`src/rtl/scan_mux.sv`:
```
// scan_mux: N-channel, W-bit registered multiplexer with manual select
// and an auto-scan mode that dwells DWELL cycles per channel and wraps.
module scan_mux #(
    parameter int N_CH  = 4,
    parameter int WIDTH = 1,
    parameter int DWELL = 4,
    parameter int SEL_W = (N_CH > 1) ? $clog2(N_CH) : 1
) (
    input  logic                    clk,
    input  logic                    rst_n,
    input  logic [N_CH*WIDTH-1:0]   din,
    input  logic                    en,
    input  logic                    mode,
    input  logic [SEL_W-1:0]        sel,
    output logic [WIDTH-1:0]        dout,
    output logic [SEL_W-1:0]        cur_sel,
    output logic                    valid,
    output logic                    wrap,
    output logic                    err
);

    localparam int CNT_W = (DWELL > 1) ? $clog2(DWELL) : 1;

    typedef enum logic [1:0] {
        IDLE = 2'd0,
        MAN  = 2'd1,
        SCAN = 2'd2
    } state_t;

    state_t             state;
    state_t             state_nxt;
    logic [CNT_W-1:0]   cnt;
    logic [CNT_W-1:0]   cnt_nxt;
    logic [SEL_W-1:0]   sel_nxt;
    logic [WIDTH-1:0]   dout_nxt;
    logic [WIDTH-1:0]   pick;
    logic               valid_nxt;
    logic               wrap_nxt;
    logic               err_nxt;
    logic               sel_legal;

    // A manual select is legal only when it names an existing channel.
    always_comb begin
        sel_legal = (32'(sel) < N_CH);
    end

    // Next-state, channel pointer, dwell counter and status flags.
    always_comb begin
        state_nxt = state;
        cnt_nxt   = cnt;
        sel_nxt   = cur_sel;
        valid_nxt = valid;
        err_nxt   = err;
        wrap_nxt  = 1'b0;
        if (en) begin
            if (!mode) begin
                state_nxt = MAN;
                cnt_nxt   = '0;
                if (sel_legal) begin
                    sel_nxt   = sel;
                    valid_nxt = 1'b1;
                    err_nxt   = 1'b0;
                end else begin
                    valid_nxt = 1'b0;
                    err_nxt   = 1'b1;
                end
            end else begin
                state_nxt = SCAN;
                valid_nxt = 1'b1;
                err_nxt   = 1'b0;
                if (state != SCAN) begin
                    cnt_nxt = '0;
                end else if (32'(cnt) == DWELL - 1) begin
                    cnt_nxt = '0;
                    if (32'(cur_sel) == N_CH - 1) begin
                        sel_nxt  = '0;
                        wrap_nxt = 1'b1;
                    end else begin
                        sel_nxt = cur_sel + SEL_W'(1);
                    end
                end else begin
                    cnt_nxt = cnt + CNT_W'(1);
                end
            end
        end
    end

    // Word of the channel that cur_sel will point at after this edge.
    always_comb begin
        pick = '0;
        for (int k = 0; k < N_CH; k++) begin
            if (32'(sel_nxt) == k) begin
                pick = din[k*WIDTH +: WIDTH];
            end
        end
    end

    // Output data: held when frozen, zeroed on an illegal manual select.
    always_comb begin
        dout_nxt = dout;
        if (en) begin
            if (!mode && !sel_legal) begin
                dout_nxt = '0;
            end else begin
                dout_nxt = pick;
            end
        end
    end

    // State and output registers with asynchronous active-low clear.
    always_ff @(posedge clk or negedge rst_n) begin
        if (!rst_n) begin
            state   <= IDLE;
            cnt     <= '0;
            cur_sel <= '0;
            dout    <= '0;
            valid   <= 1'b0;
            wrap    <= 1'b0;
            err     <= 1'b0;
        end else begin
            state   <= state_nxt;
            cnt     <= cnt_nxt;
            cur_sel <= sel_nxt;
            dout    <= dout_nxt;
            valid   <= valid_nxt;
            wrap    <= wrap_nxt;
            err     <= err_nxt;
        end
    end

endmodule

```
`config.mk`:
```
export PLATFORM = sky130hd
export DESIGN_NAME = scan_mux
export DESIGN_NICKNAME = d
export VERILOG_FILES = /design/src/rtl/scan_mux.sv
export SDC_FILE = /design/constraint.sdc
export NUM_CORES = 1
export LEC_CHECK = 0
export ABC_AREA = 1
export ABC_CLOCK_PERIOD_IN_PS = 3300
export BUFFER_PORTS_ARGS = -buffer_cell sky130_fd_sc_hd__buf_2
export CORE_MARGIN = 4
export CORE_UTILIZATION = 35
export CTS_BUF_LIST = sky130_fd_sc_hd__clkbuf_8
export CTS_CLUSTER_DIAMETER = 100
export DETAILED_ROUTE_END_ITERATION = 7
export SYNTH_ARGS = -nofsm -noshare
export SYNTH_HDL_FRONTEND = slang
export SYNTH_SLANG_ARGS = --single-unit
```
`constraint.sdc`:
```
create_clock -name clk -period 3.3 [get_ports clk]
set_input_delay 0.33 -clock clk [delete_from_list [all_inputs] [get_ports clk]]
set_output_delay 0.33 -clock clk [all_outputs]
set_load 0.01 [all_outputs]
```
* Word-level counts from Yosys, hierarchy flattened
Index checks and enable logic that the tools add are counted.
** Word-level totals
- Flip-flop bits (word level) :: 9
- Output and inout port bits :: 6
- Bits of input ports :: 10
** Operators by class
- Add/sub/neg operators :: 2
- Mux-type cells :: 18
- Reduce and logical (&&, ||, !) cells :: 1
- Equality and inequality tests :: 6
** Operators by type and width (count)
- 2-bit 2-to-1 mux :: 9
- 1-bit 2-to-1 mux :: 9
- 2-bit equality test (second input constant) :: 4
- 2-bit by 1-bit adder with 2-bit output (second input constant) :: 2
- 2-bit by 1-bit equality test with 1-bit output (second input constant) :: 1
- 2-bit zero test :: 1
- 2-bit inequality test (second input constant) :: 1

* Depth between registers and ports, before layout
Gate-level depths: netlist of run 1.
- Depth in word-level cells :: 11
- Depth in mapped cells :: 10
- Gate-level depth less buffers :: 10

* Least setup slack after synthesis of run 1
No wires, ideal clock.
- Path type :: reg-to-reg
- From :: register cnt[0]
- To :: register dout
- Buffers on the path :: 0
- Slack :: 2.011 ns
- Arrival time :: 1.172 ns
- Stages on the path, launching flop included :: 9
- Library setup time :: 0.117 ns
- Required time :: 3.183 ns
- Cells stage by stage :: dfrtp_1 ha_1 nand3_1 nand2_1 nor2_2 nand3b_4 nand3_2 nand3_1 nand2_1
** Between the ends
- Word-level cells in the longest chain between the ends :: 10
** RTL lines
- from (decl) :: RTL line 32 : logic [CNT_W-1:0] cnt;
- from (signal assigned) :: RTL line 122 : cnt <= cnt_nxt;
- 2-bit equality test * :: RTL line 73 : end else if (32'(cnt) == DWELL - 1) begin
- 2-bit 2-to-1 mux * :: RTL line 73
- 2-bit 2-to-1 mux * :: RTL line 71 : if (state != SCAN) begin
- 2-bit 2-to-1 mux * :: RTL line 56 : if (!mode) begin
- 2-bit 2-to-1 mux * :: RTL line 55 : if (en) begin
- via sel_nxt[1] :: RTL line 34 : logic [SEL_W-1:0] sel_nxt;
- 2-bit zero test :: RTL line 92 : if (32'(sel_nxt) == k) begin
- 1-bit 2-to-1 mux (3 in a row) :: RTL line 92
- 1-bit 2-to-1 mux * :: RTL line 92
- to (signal assigned) :: RTL line 124 : dout <= dout_nxt;
- to (decl) :: RTL line 15 : output logic [WIDTH-1:0] dout,
Mark *: on every way through the listed nets, which the timed path passes. The rest lies on a longest branch.
A chain may end at the register's enable or synchronous reset.

* Worst setup path in the final report of run 1
Ends and elaborated chain as after synthesis.

==> results of run 1 <==
==> how the worst min path moves through the flow <==
stage	cells after the start	start	endpoint
finish	3	mode	state[1]
CTS	3	mode	state[1]
global placement	1	rst_n	valid
global route	3	mode	wrap
detailed placement	1	rst_n	valid
floorplan	0	rst_n	cnt[0]
==> cell families (layout without fill, tap and decap cells) <==
group                      count (synthesis)  after routing  synth area share [%]
other                                      1              1                 0.715
AOI/OAI and AO/OA                          6              6                  7.64
buffers and inverters                     12             29                  11.2
DFF                                        9              9                  43.0
and+or+nand+nor                           28             28                  32.7
adders and majority gates                  2              2                  4.77
==> layout by cell type, fill, tap and decap left out, types with 2 or more instances in the layout <==
master	instances
dfrtp_1	9
a32o_1	2
clkbuf_8	3
buf_2	14
nor2_2	2
nand3_2	2
nor2_1	2
nand2_1	8
nand3_1	8
ha_1	2
o21ai_0	3
inv_1	10
==> layer usage <==
metal / up-vias / GRT usage [%] / wire length (um)
li1: 221 / - / -
met1: 185 / 13.6 / 428
met2: 14 / 18.7 / 498
met3: 0 / 5.86 / 84
met4: 0 / 3.31 / 0
met5: - / 0 / 0
==> power breakdown <==
group | internal, W | switching (W) | total (W)
Clock | 0.0000807 | 0.0000406 | 0.000121
Combinational | 0.0000234 | 0.0000339 | 0.0000573
Sequential | 0.000119 | 0.00000555 | 0.000125
Total | 0.000223 | 0.0000801 | 0.000303
==> flip-flops by register name, summed over array words and instances (netlist names) <==
name / count
valid: 1
cur_sel: 2
wrap: 1
cnt: 2
dout: 1
state: 2
==> metrics by stage <==
| stage | utilization, % | hold slack [ns] |
|---|---|---|
| 5_1_grt | 48.1 | 0.381 |
| 3_3_place_gp | 44.0 | 0.195 |
| 3_5_place_dp | 44.0 | 0.195 |
| 2_1_floorplan | - | 0.0344 |
| 4_1_cts | 48.1 | 0.374 |
| 6_report | 48.1 | 0.374 |
==> area by class of cell <==
| class | count | area, um2 |
|---|---|---|
| multi-input combinational | 37 | 240 |
| fill | 140 | 701 |
| clock buffer | 3 | 41.3 |
| clock inverter | 1 | 3.75 |
| timing repair buffer | 15 | 80.1 |
| tap | 15 | 18.8 |
| inverter | 10 | 40.0 |
| sequential | 9 | 225 |
==> worst reg2reg max path, delay by kind of cell (launching register included) <==
family / cells / cell delay (ns)
AND/OR/NAND/NOR: 7 / 0.65
flip-flops: 1 / 0.39
adder cells (fa/ha/maj): 1 / 0.26
==> impl_metrics.env, run 1 <==
export IMPL_outcome="completed"
export IMPL_leakage_nw=0.355
export IMPL_core_area_um2=1350
export IMPL_syn_cell_area_um2=524
export IMPL_cts_root_buf="clkbuf_8"
export IMPL_postCtsSetupBuffers=0
export IMPL_io_buffers=14
export IMPL_ctsResizeCount=0
export IMPL_final_area_um2=649
export IMPL_drtPass1Iterations=4
export IMPL_diodes=0
export IMPL_cts_buffers=3
export IMPL_cp_arrival_ns=1.53
export IMPL_fin_ws_ns=1.89
export IMPL_cts_hold_fix_buffers=1
export IMPL_finalNonFillerCells=90
export IMPL_worstPathMaxFanout=4
export IMPL_gr_usage_all_layers_pct=11.6
export IMPL_crit_path_cell_trace="ha_1, nand3_1, nand2_1, nor2_2, nand3b_4, nand3_2, nand3_1, nand2_1"
export IMPL_tritoncts="done"
export IMPL_ant_nets=0
export IMPL_rsz0062_at_grt="no"
export IMPL_cp_endpoint="dout"
export IMPL_wl_mm=1.01
export IMPL_via_per_inst=4.67
export IMPL_dpl_cell_area_um2=594
export IMPL_path_depth=8
export IMPL_p_total_w=0.000303
export IMPL_drive_above_1_share_pct=36.0
export IMPL_min_path_type="in2reg"
export IMPL_synth_edf_count=0
export IMPL_finalHoldViolCount=0
export IMPL_synthCells=58
export IMPL_end_kind="register"
export IMPL_synth_seq_area_share_pct=43.0
export IMPL_yosys_warnings=0
export IMPL_start_util_pct=38.8
export IMPL_period_share_pct=42.7
export IMPL_synth_cell_types=21
export IMPL_vias=420
export IMPL_postSynth_asyncResetShare_pct=100
export IMPL_synthTopCellsByCount="9 x dfrtp_1, 9 x inv_1, 8 x nand2_1, 8 x nand3_1, 3 x o21ai_0"
export IMPL_dr_first_iter_drc_count=5
export IMPL_grt_max_degree=10
export IMPL_post_place_cells=85
export IMPL_die_area_um2=2180
export IMPL_path_class="reg2reg"
export IMPL_die_x_um=46.7
export IMPL_clock_fmax_ghz=0.709
export IMPL_finalCriticalPeriod_ns=1.41
export IMPL_wl_per_cell_um=11.2
export IMPL_grt_pass1_vias=401
export IMPL_crit_path_start="cnt[0]"
export IMPL_critPathSlowestCell="dfrtp_1"
export IMPL_max_stage_delay_ns=0.39
export IMPL_syn_area_per_cell_um2=9.04
export IMPL_setup_tns_ns=0
export IMPL_dp_hpwl_um=796
export IMPL_cts_buffer_depth=2
export IMPL_worstReg2RegStart="cnt[0]"
export IMPL_cp_top_family="simple AND/OR/NAND/NOR gates"
export IMPL_drc=0
export IMPL_clk_latency_ns=0.23
export IMPL_pwr_density_cell_nw_per_um2=467
export IMPL_synthFlopType="dfrtp_1"
export IMPL_ys_ff_latch=9
export IMPL_cts_sinks=9
export IMPL_setup_violations=0
export IMPL_synth_nets=70
export IMPL_placement_rows=13
export IMPL_synth_area_leaders="dfrtp_1 43%, nand3_1 7.6%, inv_1 6.4%"
export IMPL_clock_skew_ns=0.00186
export IMPL_ff2ff_setup_slack_ns=1.89
export IMPL_synthDominantCellAreaShare_pct=43.0
export IMPL_grt_first_pass_wirelength_mm=1.67
export IMPL_cp_buffers_inverters=0
export IMPL_num_io_pins=16
export IMPL_nets=88
export IMPL_htreeDepth=1
export IMPL_final_max_slew_viol_count=0
export IMPL_critPathLaunchType="register"
export IMPL_cap_viol_max_count=0
export IMPL_r2r_end="dout"
export IMPL_antenna_found_initial=0
export IMPL_grt_ovfl_total=0
export IMPL_yosys_area_top_type="dfrtp_1"
export IMPL_dp_slack_ns=1.88
export IMPL_syn_to_final_growth_pct=23.9
export IMPL_gp_congestion=0.789
export IMPL_ir_drop_mv=0.355
export IMPL_reg2regPathDepth=8
export IMPL_cp_required_ns=3.42
export IMPL_cts_clk_slew_worst_paths_ns=0.04
export IMPL_die_height_um=46.7
(Power assumes the default switching activity.)
==> run 2: changes to the inputs <==
--- a/config.mk
+++ b/config.mk
@@ -5,8 +5,8 @@
 export SDC_FILE = /design/constraint.sdc
 export NUM_CORES = 1
 export LEC_CHECK = 0
-export ABC_AREA = 1
-export ABC_CLOCK_PERIOD_IN_PS = 3300
+export ABC_AREA = 0
+export ABC_CLOCK_PERIOD_IN_PS = 1300
 export BUFFER_PORTS_ARGS = -buffer_cell sky130_fd_sc_hd__buf_2
 export CORE_MARGIN = 4
 export CORE_UTILIZATION = 35
==> constraint.sdc (replaced) <==
create_clock -name clk -period 1.3 [get_ports clk]
set_input_delay 0.13 -clock clk [delete_from_list [all_inputs] [get_ports clk]]
set_output_delay 0.13 -clock clk [all_outputs]
set_load 0.01 [all_outputs]
==> run 2 against run 1 <==
  * The flow now finishes with violations (negative setup slack)
  * Sequential cell count unchanged
  * First-iteration DRC count is 100% higher
  * Hold slack worse by 0.16 ns
  * Critical path depth fell by 3
  * Combinational power grew to 3.2 times the previous value
  * Sequential share of layout area is 3.0 points lower
  * Cell count fell by 4.4%
  * Utilization rose by 6.6 points
  * Maximum frequency is 11% lower
  * Highest routed layer is now met4
==> impl_metrics.env, run 2 <==
export IMPL_p_total_w=0.000829
export IMPL_synthTopCellsByCount="9 x dfrtp_1, 4 x inv_1, 3 x mux2i_1, 3 x nand2_1"
export IMPL_holdPathEnd="dout"
export IMPL_vias=425
export IMPL_failed_checks="negative setup slack"
export IMPL_grt_max_degree=10
export IMPL_cts_clk_slew_worst_paths_ns=0.05
export IMPL_diodes=0
export IMPL_drc=0
export IMPL_dp_hpwl_um=880
export IMPL_cp_arrival_ns=1.68
export IMPL_drtPass1Iterations=2
export IMPL_clock_fmax_ghz=0.633
export IMPL_wl_per_cell_um=13.2
export IMPL_postSynth_asyncResetShare_pct=100
export IMPL_syn_cell_area_um2=487
export IMPL_rsz0062_at_grt="yes"
export IMPL_synth_cell_types=24
export IMPL_synth_nets=56
export IMPL_gp_congestion=0.693
export IMPL_ant_nets=0
export IMPL_drive_above_1_share_pct=46.5
export IMPL_layout_commonest_cell="buf_2"
export IMPL_fin_ws_ns=-0.280
export IMPL_tritoncts="done"
export IMPL_biggestRegsByFlops="cnt: 2 flops, cur_sel: 2 flops, state: 2 flops"
export IMPL_die_x_um=45.3
export IMPL_r2r_end="dout"
export IMPL_ys_ff_latch=9
export IMPL_final_area_um2=712
export IMPL_yosysMostFrequentCell="dfrtp_1"
export IMPL_clock_skew_ns=0.00459
export IMPL_synth_seq_area_share_pct=46.3
export IMPL_end_kind="register"
export IMPL_leakage_nw=0.377
export IMPL_synthFlopType="dfrtp_1"
export IMPL_start_util_pct=37.4
export IMPL_final_cell_mix="14 x buf_2, 10 x buf_4, 9 x dfrtp_1"
export IMPL_worstPathMaxFanout=5
export IMPL_nets=84
export IMPL_htreeDepth=1
export IMPL_hold_start="din[1]"
export IMPL_grt_pass1_vias=401
export IMPL_num_io_pins=16
export IMPL_grt_ovfl_total=0
export IMPL_yosys_warnings=0
export IMPL_path_class="reg2reg"
export IMPL_holdPathStages=3
export IMPL_core_area_um2=1300
export IMPL_die_area_um2=2050
export IMPL_grt_first_pass_wirelength_mm=1.70
export IMPL_clk_latency_ns=0.23
export IMPL_syn_area_per_cell_um2=11.1
export IMPL_yosys_area_top_type="dfrtp_1"
export IMPL_finalCriticalPeriod_ns=1.58
export IMPL_ctsResizeCount=0
export IMPL_synthDominantCellAreaShare_pct=46.3
export IMPL_syn_to_final_growth_pct=46.3
export IMPL_dpl_cell_area_um2=642
export IMPL_reg2regPathDepth=5
export IMPL_cts_buffers=3
export IMPL_cts_root_buf="clkbuf_8"
export IMPL_dr_first_iter_drc_count=10
export IMPL_worstReg2RegStart="cur_sel[0]"
export IMPL_cap_viol_max_count=0
export IMPL_finalNonFillerCells=86
export IMPL_placement_rows=13
export IMPL_setup_tns_ns=-0.280
export IMPL_post_place_cells=79
export IMPL_wl_mm=1.13
export IMPL_synth_edf_count=0
export IMPL_ff2ff_setup_slack_ns=-0.28
export IMPL_cts_buffer_depth=2
export IMPL_synthCells=44
export IMPL_outcome="complete, but fails checks"
export IMPL_dp_slack_ns=-0.268
export IMPL_min_path_type="in2reg"
export IMPL_io_buffers=14
export IMPL_final_max_slew_viol_count=0
export IMPL_cp_required_ns=1.40
export IMPL_die_height_um=45.3
export IMPL_cts_sinks=9
export IMPL_via_per_inst=4.94
export IMPL_pwr_density_cell_nw_per_um2=1160
export IMPL_synth_area_leaders="dfrtp_1 46%, mux2i_1 6.2%, ha_1 5.1%"
export IMPL_setup_violations=1
export IMPL_period_share_pct=122
export IMPL_gr_usage_all_layers_pct=12.4
export IMPL_critPathLaunchType="register"
export IMPL_finalHoldViolCount=0
export IMPL_ir_drop_mv=0.865
export IMPL_antenna_found_initial=0
==> run 2: cell count changes after synthesis, moves of 2 or more <==
cell / before / now
nand3_1: 8 / 2
o21ai_0: 3 / 1
nand3_2: 2 / 0
a32o_1: 2 / 0
nor2_2: 2 / 0
nand2_1: 8 / 3
inv_1: 9 / 4
mux2i_1: 0 / 3
nand4_1: 0 / 2
==> run 2: worst max path at each step <==
stage	from	endpoint	depth (start not counted)
after floorplan	cnt[0]	dout	6
after CTS	cnt[1]	dout	6
after detailed placement	cnt[1]	dout	6
after global routing	cnt[1]	dout	6
after global placement	cnt[0]	dout	6
final	cur_sel[0]	dout	5
==> run 2: logic make-up (layout without fill, tap and decap cells) <==
family | after synthesis | after routing | share of synthesized area, %
AOI/OAI and AO/OA | 6 | 6 | 12.9
adders and majority gates | 2 | 2 | 5.14
and+or+nand+nor | 16 | 16 | 20.3
muxes | 4 | 4 | 8.48
buffers and inverters | 6 | 33 | 6.17
other | 1 | 1 | 0.770
DFF | 9 | 9 | 46.3
==> run 2: layout make-up <==
type / instances / area [um2]
Clock buffer: 3 / 41.3
Clock inverter: 1 / 3.75
Fill cell: 131 / 589
Inverter: 4 / 15.0
Multi-Input combinational cell: 29 / 253
Sequential cell: 9 / 225
Tap cell: 15 / 18.8
Timing Repair Buffer: 25 / 155
==> run 2: power by group <==
part           switching, W  internal (W)
clock              0.000112      0.000206
combinational     0.0000861     0.0000962
sequential        0.0000223      0.000307
total              0.000220      0.000609
==> run 2: what timing repair did <==
action / 4_1_cts / 5_1_grt
buffers inserted: 0 / 2
endpoints found under the hold margin: 9 / 0
gates cloned: 0 / 0
hold buffers: 1 / 0
setup endpoints to repair: 1 / 3
==> run 2: routing by layer <==
layer	share of wire, %	GRT usage (%)
met5	0	0
met2	47	17.8
met4	0.79	5.26
met3	8.6	7.97
met1	44	14.4
==> run 2: critical path, stage by stage, from the launching register on <==
cell,delay [ns]
dfrtp_1,0.42
nor2b_1,0.15
a311o_1,0.35
a31oi_4,0.19
mux2i_1,0.21
o221ai_1,0.12
==> run 2: stage by stage <==
step                util [%]  hold slack [ns]
floorplan                  -           -0.166
global placement        49.3         -0.00342
detailed placement      49.3         -0.00297
CTS                     53.6            0.209
global route            54.7            0.215
finish                  54.7            0.214
